$ cat src/rtl/mxm_relu_sequencer.sv
// Control sequencer for the streaming MxM_ReLu datapath: operand read addressing,
// datapath clear and Y write scheduling for one (MxN)x(NxP) product.
module mxm_relu_sequencer #(
  parameter int M    = 10,
  parameter int N    = 8,
  parameter int P    = 6,
  parameter int YLAT = 1
) (
  input  logic                     clk,
  input  logic                     rst,
  input  logic                     start,
  input  logic                     abort,
  output logic                     busy,
  output logic                     done,
  output logic                     aborted,
  output logic                     rd_en,
  output logic [$clog2(M*N)-1:0]   a_addr,
  output logic [$clog2(N*P)-1:0]   x_addr,
  output logic                     dp_rst,
  output logic                     y_we,
  output logic [$clog2(M*P)-1:0]   y_addr
);

  localparam int AW = $clog2(M*N);
  localparam int XW = $clog2(N*P);
  localparam int YW = $clog2(M*P);
  localparam int NW = (N > 1) ? $clog2(N) : 1;
  localparam int PW = YLAT + 1;

  localparam logic [AW-1:0] A_LAST = AW'(M*N-1);
  localparam logic [XW-1:0] X_LAST = XW'(N*P-1);
  localparam logic [XW-1:0] X_STEP = XW'(N);
  localparam logic [YW-1:0] Y_LAST = YW'(M*P-1);
  localparam logic [NW-1:0] N_LAST = NW'(N-1);

  // IDLE wait start | CLEAR clear datapath | STREAM issue reads | DRAIN await last Y write | DONE pulse done
  typedef enum logic [2:0] {S_IDLE, S_CLEAR, S_STREAM, S_DRAIN, S_DONE} state_t;

  state_t state, state_next;

  logic [NW-1:0] n, n_next;
  logic [XW-1:0] x_base, x_base_next;
  logic [AW-1:0] a_next;
  logic [XW-1:0] x_next;
  logic [PW-1:0] wr_pipe;
  logic          row_end, issue_last, abort_take;

  assign row_end    = (n == N_LAST);
  assign issue_last = row_end && (a_addr == A_LAST) && (x_addr == X_LAST);
  assign abort_take = abort && (state inside {S_CLEAR, S_STREAM, S_DRAIN});
  assign y_we       = wr_pipe[YLAT];

  always_comb begin
    state_next = state;
    case (state)
      S_IDLE:   if (start && !abort) state_next = S_CLEAR;
      S_CLEAR:  state_next = S_STREAM;
      S_STREAM: if (issue_last) state_next = S_DRAIN;
      S_DRAIN:  if (y_we && (y_addr == Y_LAST)) state_next = S_DONE;
      S_DONE:   state_next = S_IDLE;
      default:  state_next = S_IDLE;
    endcase
    if (abort_take) state_next = S_IDLE;
  end

  // a_addr walks 0..M*N-1 once per p; x_addr restarts at p*N on every row end
  always_comb begin
    n_next      = n + 1'b1;
    a_next      = a_addr + 1'b1;
    x_next      = x_addr + 1'b1;
    x_base_next = x_base;
    if (row_end) begin
      n_next = '0;
      if (a_addr == A_LAST) begin
        a_next      = '0;
        x_base_next = (x_addr == X_LAST) ? '0 : x_base + X_STEP;
        x_next      = x_base_next;
      end else begin
        x_next = x_base;
      end
    end
  end

  always_ff @(posedge clk) begin
    if (rst) begin
      state   <= S_IDLE;
      n       <= '0;
      x_base  <= '0;
      a_addr  <= '0;
      x_addr  <= '0;
      y_addr  <= '0;
      wr_pipe <= '0;
      busy    <= 1'b0;
      done    <= 1'b0;
      aborted <= 1'b0;
      rd_en   <= 1'b0;
      dp_rst  <= 1'b1;
    end else begin
      state   <= state_next;
      busy    <= (state_next != S_IDLE);
      done    <= (state_next == S_DONE);
      aborted <= abort_take;
      rd_en   <= (state_next == S_STREAM);
      dp_rst  <= (state_next inside {S_IDLE, S_CLEAR});

      if (state_next != S_STREAM) begin
        n      <= '0;
        x_base <= '0;
        a_addr <= '0;
        x_addr <= '0;
      end else if (state == S_STREAM) begin
        n      <= n_next;
        x_base <= x_base_next;
        a_addr <= a_next;
        x_addr <= x_next;
      end

      // last element of a dot product enters the pipe, emerges YLAT+1 cycles later
      if (state_next == S_IDLE) begin
        wr_pipe <= '0;
        y_addr  <= '0;
      end else begin
        wr_pipe <= (wr_pipe << 1) | PW'(state == S_STREAM && row_end);
        if (y_we && (y_addr != Y_LAST)) y_addr <= y_addr + 1'b1;
      end
    end
  end

endmodule
$ cat config.mk
export PLATFORM = sky130hd
export DESIGN_NAME = mxm_relu_sequencer
export DESIGN_NICKNAME = d
export VERILOG_FILES = /design/src/rtl/mxm_relu_sequencer.sv
export SDC_FILE = /design/constraint.sdc
export NUM_CORES = 1
export LEC_CHECK = 0
export CAP_MARGIN = 20
export CORE_ASPECT_RATIO = 0.75
export CORE_MARGIN = 2
export CORE_UTILIZATION = 50
export DETAILED_ROUTE_END_ITERATION = 8
export PLACE_DENSITY_LB_ADDON = 0.3
export SYNTH_ARGS = -nofsm -noshare
export SYNTH_HDL_FRONTEND = slang
export SYNTH_SLANG_ARGS = --single-unit
$ cat constraint.sdc
create_clock -name clk -period 2.76 [get_ports clk]
set_input_delay 0.414 -clock clk [delete_from_list [all_inputs] [get_ports clk]]
set_output_delay 0.414 -clock clk [all_outputs]
set_load 0.01 [all_outputs]
======== After elaboration in Yosys (flattened, before gate mapping) ========
Cells that the tools add are included.
Widths: inputs -> output; s select.
operators by class
  $add $sub $neg .......................... 5
  multiply operators ...................... 0
  divide/modulo/power cells ............... 0
  magnitude comparators ................... 0
  equality and inequality tests ........... 12
  shifts and indexed selects .............. 0
  mux-type cells .......................... 11
  bitwise logic cells ..................... 1
  reductions and logical operators ........ 16
operators by type and width
  operator             count
  $mux 6               3
  $mux 3               5
  $mux 7               2
  $add 6x1->6 const B  2
  $eq 6x6->1 const B   2
  $pmux 3 s4           1
  $eq 3x2->1 const B   3
  $add 7x1->7 const B  1
  $eq 7x7->1 const B   1
  $logic_and 1x1->1    7
  $add 6x4->6 const B  1
  $eq 3x1->1 const B   2
  $eq 3x3->1 const B   2
  $logic_not 3->1      2
  $ne 6x6->1 const B   1
  $reduce_bool 3->1    2
  $reduce_or 2->1      2
  $add 3x1->3 const B  1
  $ne 3x2->1 const B   1
  $or 2x1->2           1
  $reduce_and 2->1     1
  $reduce_bool 2->1    1
  $logic_not 1->1      1
storage, ports and cells
  flip-flop bits (word level) ............. 38
  latch bits .............................. 0
  bits in writable memories ............... 0
  memory bits (read-only) ................. 0
  output and inout bits ................... 25
  word-level logic and storage cells ...... 57
  memories ................................ 0

======== Logic depth before layout (Yosys ltp) ========
Gate-level depths: netlist of run 1.
  depth in word-level cells ............... 8
  depth in mapped cells ................... 10

======== Worst setup path after synthesis of run 1 ========
No wires, ideal clock.
  path type ............................... register to register
  from .................................... register n[0]
  to ...................................... register x_base[3]
  library setup time ...................... 0.072 ns
  arrival time ............................ 1.805 ns
  setup slack ............................. 0.883 ns
  stages on the path, launching flop included .. 9
  period minus slack after synthesis ...... 1.877 ns
  path through ............................ dfxtp_1 > ha_1 > ha_1 > buf_4 > nand4bb_4 > buf_6 > or3_4 > or3_1 > a21oi_1
between the ends
  longest elaborated chain between the ends .. 8
ends and longest elaborated chain
  what                             line  RTL
  start: declaration               41    logic [NW-1:0] n, n_next;
  start signal: assignment         112   n <= n_next;
  $eq 3x3->1 (*)                   48    assign row_end = (n == N_LAST);
  $logic_and 1x1->1 (2 in series)  49    assign issue_last = row_end && (a_addr == A_LAST) && (x_addr == X_LAST);
  $mux 3                           58    S_STREAM: if (issue_last) state_next = S_DRAIN;
  $pmux 3 s4                       55    case (state)
  $mux 3                           63    if (abort_take) state_next = S_IDLE;
  $ne 3x2->1                       106   if (state_next != S_STREAM) begin
  $reduce_or 2->1 (no line)        --
  end signal: assignment           113   x_base <= x_base_next;
  end: declaration                 42    logic [XW-1:0] x_base, x_base_next;
Mark *: on every way between the ends. The rest lies on a longest branch, timed or not.
A chain may end at the register's enable or synchronous reset.

======== Final worst setup path of run 1 ========
  from .................................... register n[0]
  to ...................................... register x_base[1]
The elaborated chain is that of the path after synthesis.

==> out/metrics.cfg, run 1 <==
[sta]
drv_slew=0
rsz0062_at_grt=no
setup_viol=0
finalSetupTns_ns=0
final.period_utilization_pct=81.0
slew_headroom_pct=65.1
finalHoldViolCount=0
min_period_ns=2.24
fmax_ghz=0.447
tightest_slew_ns=0.519
finalClockSkew_ns=0.00816

[critical_path]
arrival_ns=2.42
crit_fanout=10
worstSetupPathType=reg -> reg
cp-start-kind=flop
crit_path_end_kind=flop
worstPathRequired_ns=2.95

[floorplanning]
core_sq_um=3270
dieHeight_um=54.3
die_area_sq_um=3860
placementRows=18
num_io_pins=29
start_util_pct=51.7
die_w_um=71.1

[clock_network]
clock_path_buffers=2
numCtsBuffers=5
postCtsSetupBuffers=0
cts_tree=done
postCtsHoldBufs=0
cts.sinks=38
clockRootBuffer=clkbuf_8
cts-htree-levels=2
clk_latency_ns=0.30
cts_resized=0
clk_pin_slew_worst_paths_ns=0.07

[layout]
fillers=255
layout_commonest_cell=dfxtp_1
layout_common_cells=dfxtp_1, clkdlybuf4s50_1, nor2_1
syn_to_final_growth_pct=26.8
finish.utilization_pct=65.5
drive_above_1_share_pct=7.87
fin_nets=225
diodes=0

[pwr]
seqPwrFrac_pct=47.7
clkPwrFrac_pct=50.0
p_leak_uw=0.000753
p_sw_share_pct=18.3
ir_worst_vdd_uv=379
power_density_nw_per_um2=543
switchingPower_uw=213
p_comb_share_pct=2.3
p_int_uw=950

[global_routing]
grt_pass1_vias=1349
grt_pass1_wl_mm=6.00
grt_max_degree=14
grt_overflow=0
grt_usage_pct=20.8
grt_antenna_before_repair=0

[drt]
detail-route-antenna-nets=0
drc=0
drt_first_pass_iters=4
num_vias=1468
wl_per_cell_um=14.5
viasPerCell=5.73
dr.first_iter.drc_count=82
routed_wl_mm=3.71

[run]
drv_cap=0

[logic_synthesis]
syn-mean-instance-area_sq_um=9.17
async_flop_share_pct=0
synth_area_sq_um=1690
syn_inst=184
synth-edff-count=0
synth-seq-cells=38
syn_nets=194
synthFlopType=dfxtp_1
ys_warn_count=0
synth.distinct_cells=45
seq_area_frac_synth_pct=45.1

[placed_design]
dpl.hpwl_mm=2.61
io_buffers=28
routabilityCongestion=0.856

[outcome]
status=completed

[worst_hold_path]
hold_class=reg -> reg

-- registers in the layout (all words and copies together) (netlist names) --
signal   flops
a_addr       7
x_addr       6
x_base       6
y_addr       6
n            3
state        3
wr_pipe      2
aborted      1
busy         1
done         1
dp_rst       1
rd_en        1
-- cells in the mapped netlist, types with 2 or more instances --
cell	instances	area, sq um
nor2b_1	3	18.8
xnor2_1	4	35.0
dfxtp_1	38	761
nor3_1	6	30.0
or3_1	5	31.3
ha_1	6	75.1
a21oi_1	13	65.1
nor2_1	19	71.3
nand2b_1	2	12.5
nand4_1	4	25.0
and4_1	2	17.5
nand3_1	6	30.0
nand2_1	16	60.1
inv_1	2	7.51
a31oi_1	2	12.5
buf_2	5	25.0
a211oi_1	2	15.0
nor3b_1	2	15.0
o21ai_0	8	40.0
and2_1	5	31.3
mux2i_1	2	20.0
and3_1	2	12.5
xor2_1	8	70.1
-- kinds of logic (layout without fill, tap and decap cells) --
logic type	after synthesis	in the layout	share of synthesized area, %
compound gates	37	37	13.6
xor+xnor	12	12	6.23
fa+ha+maj	6	6	4.45
buf+inv	10	42	3.26
flops	38	38	45.1
mux	2	2	1.19
simple gates	79	79	26.2
-- power groups by stage --
stage | logic [uW] | registers [uW] | clock network [uW]
CTS | 26.8 | 554 | 594
detailed placement | 26.6 | 567 | 0
global route | 29.3 | 555 | 620
floorplan | 14.6 | 566 | 0
finish | 26.9 | 554 | 581
global placement | 26.0 | 567 | 0
-- metrics by stage --
stage               worst slack, ns  area (sq um)  hold slack (ns)  total power, uW  instances
finish                        0.524          2140            0.436             1160        256
global route                  0.330          2140            0.444             1200        256
CTS                           0.533          2140            0.430             1170        256
detailed placement            0.560          2000            0.411              594        248
global placement              0.711          2000            0.412              593        248
floorplan                     0.883          1690            0.406              580        184
-- per-layer routing --
layer / track usage (%) / wire length (um) / vias up / share of wire (%)
li1: - / - / 713 / -
met1: 26.8 / 1780 / 690 / 48
met2: 32.1 / 1660 / 56 / 45
met3: 5.34 / 183 / 9 / 4.9
met4: 12.9 / 85 / 0 / 2.3
met5: 0 / 0 / - / 0
-- critical path: stages (launching register included) --
cell,delay (ns)
dfxtp_1,0.37
ha_1,0.16
ha_1,0.33
nand4bb_4,0.21
nor3_1,0.38
a21o_1,0.40
inv_2,0.09
and2_1,0.17
-- area by class of cell --
cell class              count  area (sq um)  area share, %
multi-input cells         136           872           40.8
flip-flops and latches     38           761           35.6
repair buffers             31           303           14.2
clock buffers               6          82.6           3.86
clock inverters             2          60.1           2.81
well taps                  40          50.0           2.34
inverters                   3          11.3          0.526
-- final timing paths --
path,start,slack [ns],end,cells past startpoint
setup / recovery,n[0]$_SDFFE_PP0P_,0.52,x_base[1]$_SDFFE_PP0P_,7
hold / removal,wr_pipe[0]$_SDFF_PP0_,0.44,wr_pipe[1]$_SDFF_PP0_,1
setup reg to reg,n[0]$_SDFFE_PP0P_,0.52,x_base[1]$_SDFFE_PP0P_,7
hold reg to reg,wr_pipe[0]$_SDFF_PP0_,0.44,wr_pipe[1]$_SDFF_PP0_,1
(Power assumes the default switching activity.)
==> run 2, diff against run 1 <==
==> constraint.sdc (replaced) <==
create_clock -name clk -period 2.2 [get_ports clk]
set_input_delay 0.33 -clock clk [delete_from_list [all_inputs] [get_ports clk]]
set_output_delay 0.33 -clock clk [all_outputs]
set_load 0.01 [all_outputs]
==> out/metrics.cfg, run 2 (synthesis gave the netlist of run 1 again) <==
[global_routing]
grt_pass1_vias=1349  ; unchanged
grt_pass1_wl_mm=6.09  ; was 6.00 mm
grt_max_degree=14  ; unchanged
grt_overflow=0  ; unchanged
grt_antenna_before_repair=0  ; unchanged
grt_usage_pct=21.3  ; was 20.8%

[floorplanning]
core_sq_um=3270  ; unchanged
start_util_pct=51.7  ; unchanged
placementRows=18  ; unchanged
die_area_sq_um=3860  ; unchanged
die_w_um=71.1  ; unchanged
dieHeight_um=54.3  ; unchanged
num_io_pins=29  ; unchanged

[clock_network]
cts-htree-levels=2  ; unchanged
clk_pin_slew_worst_paths_ns=0.08  ; was 0.07 ns
clockRootBuffer=clkbuf_8  ; unchanged
cts_tree=done  ; unchanged
cts.sinks=38  ; unchanged
clk_latency_ns=0.29  ; was 0.30 ns
numCtsBuffers=5  ; unchanged
postCtsHoldBufs=0  ; unchanged
clock_path_buffers=2  ; unchanged

[sta]
drv_slew=0  ; unchanged
tightest_slew_ns=0.481  ; was 0.519 ns
finalSetupTns_ns=0  ; unchanged
finalClockSkew_ns=0.00463  ; was 0.00816 ns
fmax_ghz=0.496  ; was 0.447 GHz
finalHoldViolCount=0  ; unchanged
final.period_utilization_pct=91.7  ; was 81.0%
fin_ws_ns=0.183  ; was 0.524 ns
setup_viol=0  ; unchanged
min_period_ns=2.02  ; was 2.24 ns
slew_headroom_pct=67.7  ; was 65.1%
rsz0062_at_grt=no  ; unchanged

[pwr]
p_leak_uw=0.000747  ; was 0.000753 uW
power_density_nw_per_um2=618  ; was 543 nW/um^2
p_total_uw=1330  ; was 1160 uW
ir_worst_vdd_uv=398  ; was 379 uV

[critical_path]
max_stage_delay_ns=0.39  ; was 0.40 ns
cp-start-kind=flop  ; unchanged
crit_fanout=9  ; was 10
crit_path_end_kind=flop  ; unchanged
worstSetupPathType=reg -> reg  ; unchanged
rr_worst_depth=7  ; unchanged
crit_slowest_cell=nor3_1  ; was a21o_1
path_cells=ha_1 > ha_2 > nand4bb_4 > nor3_1 > a21o_1 > buf_4 > nor2_1  ; was ha_1 > ha_1 > nand4bb_4 > nor3_1 > a21o_1 > inv_2 > and2_1
arrival_ns=2.20  ; was 2.42 ns
rrSetupSlack_ns=0.18  ; was 0.52 ns
reg2reg_to=a_addr[2]$_SDFFE_PP0P_  ; was x_base[1]$_SDFFE_PP0P_
timing.rr.start=n[0]$_SDFFE_PP0P_  ; unchanged
worstPathRequired_ns=2.39  ; was 2.95 ns

[layout]
layout_common_cells=dfxtp_1, clkdlybuf4s50_1, nor2_1  ; unchanged
regMostFlops=a_addr  ; unchanged
drive_above_1_share_pct=10.0  ; was 7.87%
layout_commonest_cell=dfxtp_1  ; unchanged
fin_nets=229  ; was 225
finish.utilization_pct=65.6  ; was 65.5%
fillers=248  ; was 255
diodes=0  ; unchanged
layout.cells.non_filler=260  ; was 256
syn_to_final_growth_pct=27.0  ; was 26.8%
largest_register_ffs=7  ; unchanged

[placed_design]
io_buffers=28  ; unchanged
routabilityCongestion=0.903  ; was 0.856
dpl_worst_slack_ns=0.144  ; was 0.560 ns
dp.cells=252  ; was 248
dpl.hpwl_mm=2.78  ; was 2.61 mm

[worst_hold_path]
min_delay_path_depth=1  ; unchanged
min_from=wr_pipe[0]$_SDFF_PP0_  ; unchanged
hold_class=reg -> reg  ; unchanged
hold_path_end=wr_pipe[1]$_SDFF_PP0_  ; unchanged

[drt]
wl_per_cell_um=14.4  ; was 14.5 um
routed_wl_mm=3.74  ; was 3.71 mm
detail-route-antenna-nets=0  ; unchanged
viasPerCell=5.59  ; was 5.73
dr.first_iter.drc_count=81  ; was 82
num_vias=1454  ; was 1468
drt_first_pass_iters=4  ; unchanged
drc=0  ; unchanged

[outcome]
status=completed  ; unchanged

[run]
drv_cap=0  ; unchanged

==> run 2: cell types whose count changed in the layout (fill, tap and decap cells not counted) <==
cell        previous run  this run
buf_4                  3         7
clkbuf_8               6         5
ha_2                   0         1
bufinv_16              2         1
clkinvlp_4             0         2
ha_1                   6         5
==> run 2: per-layer routing <==
layer	vias up	GRT usage, %	wire (um)
li1	725	-	-
met1	670	25.5	1700
met2	54	36.4	1800
met3	5	7.55	195
met4	0	7.23	38
met5	-	0	0
==> run 2: how the worst max path moves through the flow <==
stage,startpoint,cells past startpoint,to
after floorplan,n[0]$_SDFFE_PP0P_,8,x_base[3]$_SDFFE_PP0P_
after global placement,n[0]$_SDFFE_PP0P_,6,x_base[3]$_SDFFE_PP0P_
after detailed placement,n[0]$_SDFFE_PP0P_,6,x_base[3]$_SDFFE_PP0P_
after CTS,n[0]$_SDFFE_PP0P_,6,x_base[3]$_SDFFE_PP0P_
after global routing,n[0]$_SDFFE_PP0P_,7,x_addr[0]$_SDFFE_PP0P_
final,n[0]$_SDFFE_PP0P_,7,a_addr[2]$_SDFFE_PP0P_
==> run 2: area by class of cell <==
type / instances / area (sq um) / area share, %
tap: 40 / 50.0 / 2.34
timing repair buffer: 35 / 333 / 15.5
multi-input combinational: 136 / 875 / 40.8
clock buffer: 5 / 68.8 / 3.21
clock inverter: 3 / 45.0 / 2.10
sequential: 38 / 761 / 35.5
inverter: 3 / 11.3 / 0.525
==> run 2: critical path, delay by kind of cell, from the launching register on <==
| family | cells | cell delay (ns) |
|---|---|---|
| AOI/OAI and AO/OA | 1 | 0.26 |
| DFF | 1 | 0.36 |
| and+or+nand+nor | 3 | 0.65 |
| adders and majority gates | 2 | 0.45 |
| buffers and inverters | 1 | 0.18 |
==> run 2: stage by stage <==
| step | hold WS, ns | instance area (sq um) |
|---|---|---|
| 2_1_floorplan | 0.406 | 1690 |
| 3_3_place_gp | 0.411 | 2030 |
| 3_5_place_dp | 0.423 | 2030 |
| 4_1_cts | 0.443 | 2140 |
| 5_1_grt | 0.471 | 2140 |
| 6_report | 0.438 | 2140 |
==> run 2: repair_timing <==
item,4_1_cts,5_1_grt
setup endpoints to repair,0,8
gates resized for setup,0,1
buffers inserted,0,0
==> run 2: power breakdown <==
part,internal (uW),switching [uW],total (uW)
Combinational,18.9,18.6,37.5
Sequential,691,3.37,694
Clock,337,257,594
Total,1050,279,1330
==> run 3, diff against run 2 <==
--- a/config.mk
+++ b/config.mk
@@ -11,6 +11,7 @@
 export CORE_UTILIZATION = 50
 export DETAILED_ROUTE_END_ITERATION = 8
 export PLACE_DENSITY_LB_ADDON = 0.3
+export RECOVER_POWER = 50
 export SYNTH_ARGS = -nofsm -noshare
 export SYNTH_HDL_FRONTEND = slang
 export SYNTH_SLANG_ARGS = --single-unit
==> out/metrics.cfg, run 3 (synthesis gave the netlist of run 1 again) <==
[clock_network]
numCtsBuffers=5  ; unchanged
clk_pin_slew_worst_paths_ns=0.08  ; about the same
clock_path_buffers=2  ; unchanged
postCtsHoldBufs=0  ; unchanged
cts_tree=done  ; unchanged
postCtsSetupBuffers=0  ; unchanged
cts-htree-levels=2  ; unchanged
clockRootBuffer=clkbuf_8  ; unchanged
clk_latency_ns=0.30  ; was 0.29 ns
cts_resized=0  ; unchanged
cts.sinks=38  ; unchanged

[drt]
dr.first_iter.drc_count=82  ; was 81
viasPerCell=5.62  ; was 5.59
wl_per_cell_um=14.4  ; unchanged
detail-route-antenna-nets=0  ; unchanged
drt_first_pass_iters=4  ; unchanged
routed_wl_mm=3.74  ; unchanged
drc=0  ; unchanged
num_vias=1461  ; was 1454

[layout]
fin_nets=229  ; unchanged
layout_commonest_cell=dfxtp_1  ; unchanged
largest_register_ffs=7  ; unchanged
syn_to_final_growth_pct=26.3  ; was 27.0%
diodes=0  ; unchanged
fillers=252  ; was 248
regMostFlops=a_addr  ; unchanged
drive_above_1_share_pct=8.64  ; was 10.0%
layout_common_cells=dfxtp_1, nor2_1, dlygate4sd3_1  ; was dfxtp_1, clkdlybuf4s50_1, nor2_1

[pwr]
seqPwrFrac_pct=52.3  ; was 52.4%
switchingPower_uw=282  ; was 279 uW
ir_worst_vdd_uv=399  ; was 398 uV
p_int_uw=1040  ; was 1050 uW
power_density_nw_per_um2=622  ; was 618 nW/um^2
clkPwrFrac_pct=45.1  ; was 44.8%
p_leak_uw=0.000787  ; was 0.000747 uW
p_sw_share_pct=21.3  ; was 21.0%
p_comb_share_pct=2.6  ; was 2.8%

[sta]
slew_headroom_pct=67.5  ; was 67.7%
final.period_utilization_pct=92.7  ; was 91.7%
finalSetupTns_ns=0  ; unchanged
tightest_slew_ns=0.483  ; was 0.481 ns
min_period_ns=2.04  ; was 2.02 ns
drv_slew=0  ; unchanged
setup_viol=0  ; unchanged
timing.hold.ws_ns=0.439  ; was 0.438 ns
finalClockSkew_ns=0.00735  ; was 0.00463 ns
fmax_ghz=0.490  ; was 0.496 GHz
rsz0062_at_grt=no  ; unchanged
finalHoldViolCount=0  ; unchanged

[critical_path]
crit_fanout=9  ; unchanged
arrival_ns=2.23  ; was 2.20 ns
crit_path_end_kind=flop  ; unchanged
worstSetupPathType=reg -> reg  ; unchanged
cp-start-kind=flop  ; unchanged
rr_worst_depth=7  ; unchanged
reg2reg_to=a_addr[2]$_SDFFE_PP0P_  ; unchanged
worstPathRequired_ns=2.39  ; about the same
timing.rr.start=n[0]$_SDFFE_PP0P_  ; unchanged
rrSetupSlack_ns=0.16  ; was 0.18 ns

[placed_design]
dpl.hpwl_mm=2.78  ; unchanged
routabilityCongestion=0.903  ; unchanged
io_buffers=28  ; unchanged

[global_routing]
grt_antenna_before_repair=0  ; unchanged
grt_usage_pct=21.3  ; unchanged
grt_overflow=0  ; unchanged
grt_pass1_vias=1349  ; unchanged
grt_max_degree=14  ; unchanged
grt_pass1_wl_mm=6.09  ; unchanged

[worst_hold_path]
min_delay_path_depth=1  ; unchanged
hold_path_end=wr_pipe[1]$_SDFF_PP0_  ; unchanged
min_from=wr_pipe[0]$_SDFF_PP0_  ; unchanged
hold_class=reg -> reg  ; unchanged

[floorplanning]
die_w_um=71.1  ; unchanged
placementRows=18  ; unchanged
dieHeight_um=54.3  ; unchanged
num_io_pins=29  ; unchanged
core_sq_um=3270  ; unchanged
start_util_pct=51.7  ; unchanged
die_area_sq_um=3860  ; unchanged

[outcome]
status=completed  ; unchanged

[run]
drv_cap=0  ; unchanged

run 3: cell types whose count changed in the layout (fill, tap and decap cells not counted):
cell,previous run,this run
dlygate4sd3_1,0,17
clkdlybuf4s50_1,28,11
clkbuf_1,0,3
buf_4,7,4
run 3: stage by stage:
stage | power (uW) | instances | setup slack, ns | util [%] | area, sq um
floorplan | 728 | 184 | 0.323 | - | 1690
global placement | 746 | 252 | 0.231 | 62.1 | 2030
detailed placement | 747 | 252 | 0.144 | 62.1 | 2030
CTS | 1340 | 260 | 0.109 | 65.6 | 2140
global route | 1370 | 260 | 0.0838 | 65.3 | 2130
finish | 1330 | 260 | 0.160 | 65.3 | 2130
run 3: how the worst max path moves through the flow:
stage | start | to | slack [ns] | depth (start not counted)
4_1_cts | n[0]$_SDFFE_PP0P_ | x_base[3]$_SDFFE_PP0P_ | 0.11 | 6
3_5_place_dp | n[0]$_SDFFE_PP0P_ | x_base[3]$_SDFFE_PP0P_ | 0.14 | 6
3_3_place_gp | n[0]$_SDFFE_PP0P_ | x_base[3]$_SDFFE_PP0P_ | 0.23 | 6
6_report | n[0]$_SDFFE_PP0P_ | a_addr[2]$_SDFFE_PP0P_ | 0.16 | 7
5_1_grt | n[0]$_SDFFE_PP0P_ | x_addr[0]$_SDFFE_PP0P_ | 0.08 | 7
2_1_floorplan | n[0]$_SDFFE_PP0P_ | x_base[3]$_SDFFE_PP0P_ | 0.32 | 8
run 3: per-layer routing:
| metal | part of all wire, % | global-route usage (%) |
|---|---|---|
| met2 | 48 | 36.4 |
| met4 | 0.96 | 7.23 |
| met1 | 46 | 25.5 |
| met5 | 0 | 0 |
| met3 | 4.8 | 7.55 |
run 3: power groups by stage:
stage / registers [uW] / logic, uW / clock network [uW]
CTS: 694 / 37.2 / 608
floorplan: 710 / 18.3 / 0
finish: 694 / 34.6 / 597
global placement: 710 / 36.4 / 0
detailed placement: 710 / 37.1 / 0
global route: 694 / 37.9 / 639
run 3: area by class of cell:
cell class,instances,area [sq um],area share (%)
timing repair buffer,35,322,15.1
sequential,38,761,35.7
multi-input combinational,136,875,41.0
tap,40,50.0,2.35
clock inverter,3,45.0,2.11
inverter,3,11.3,0.528
clock buffer,5,68.8,3.23
run 3: worst max-delay path, cell delays in order (launching register included):
cell and delay (ns):
dfxtp_1 0.36, ha_1 0.17, ha_2 0.28, nand4bb_4 0.21
nor3_1 0.41, a21o_1 0.26, buf_4 0.18, nor2_1 0.06
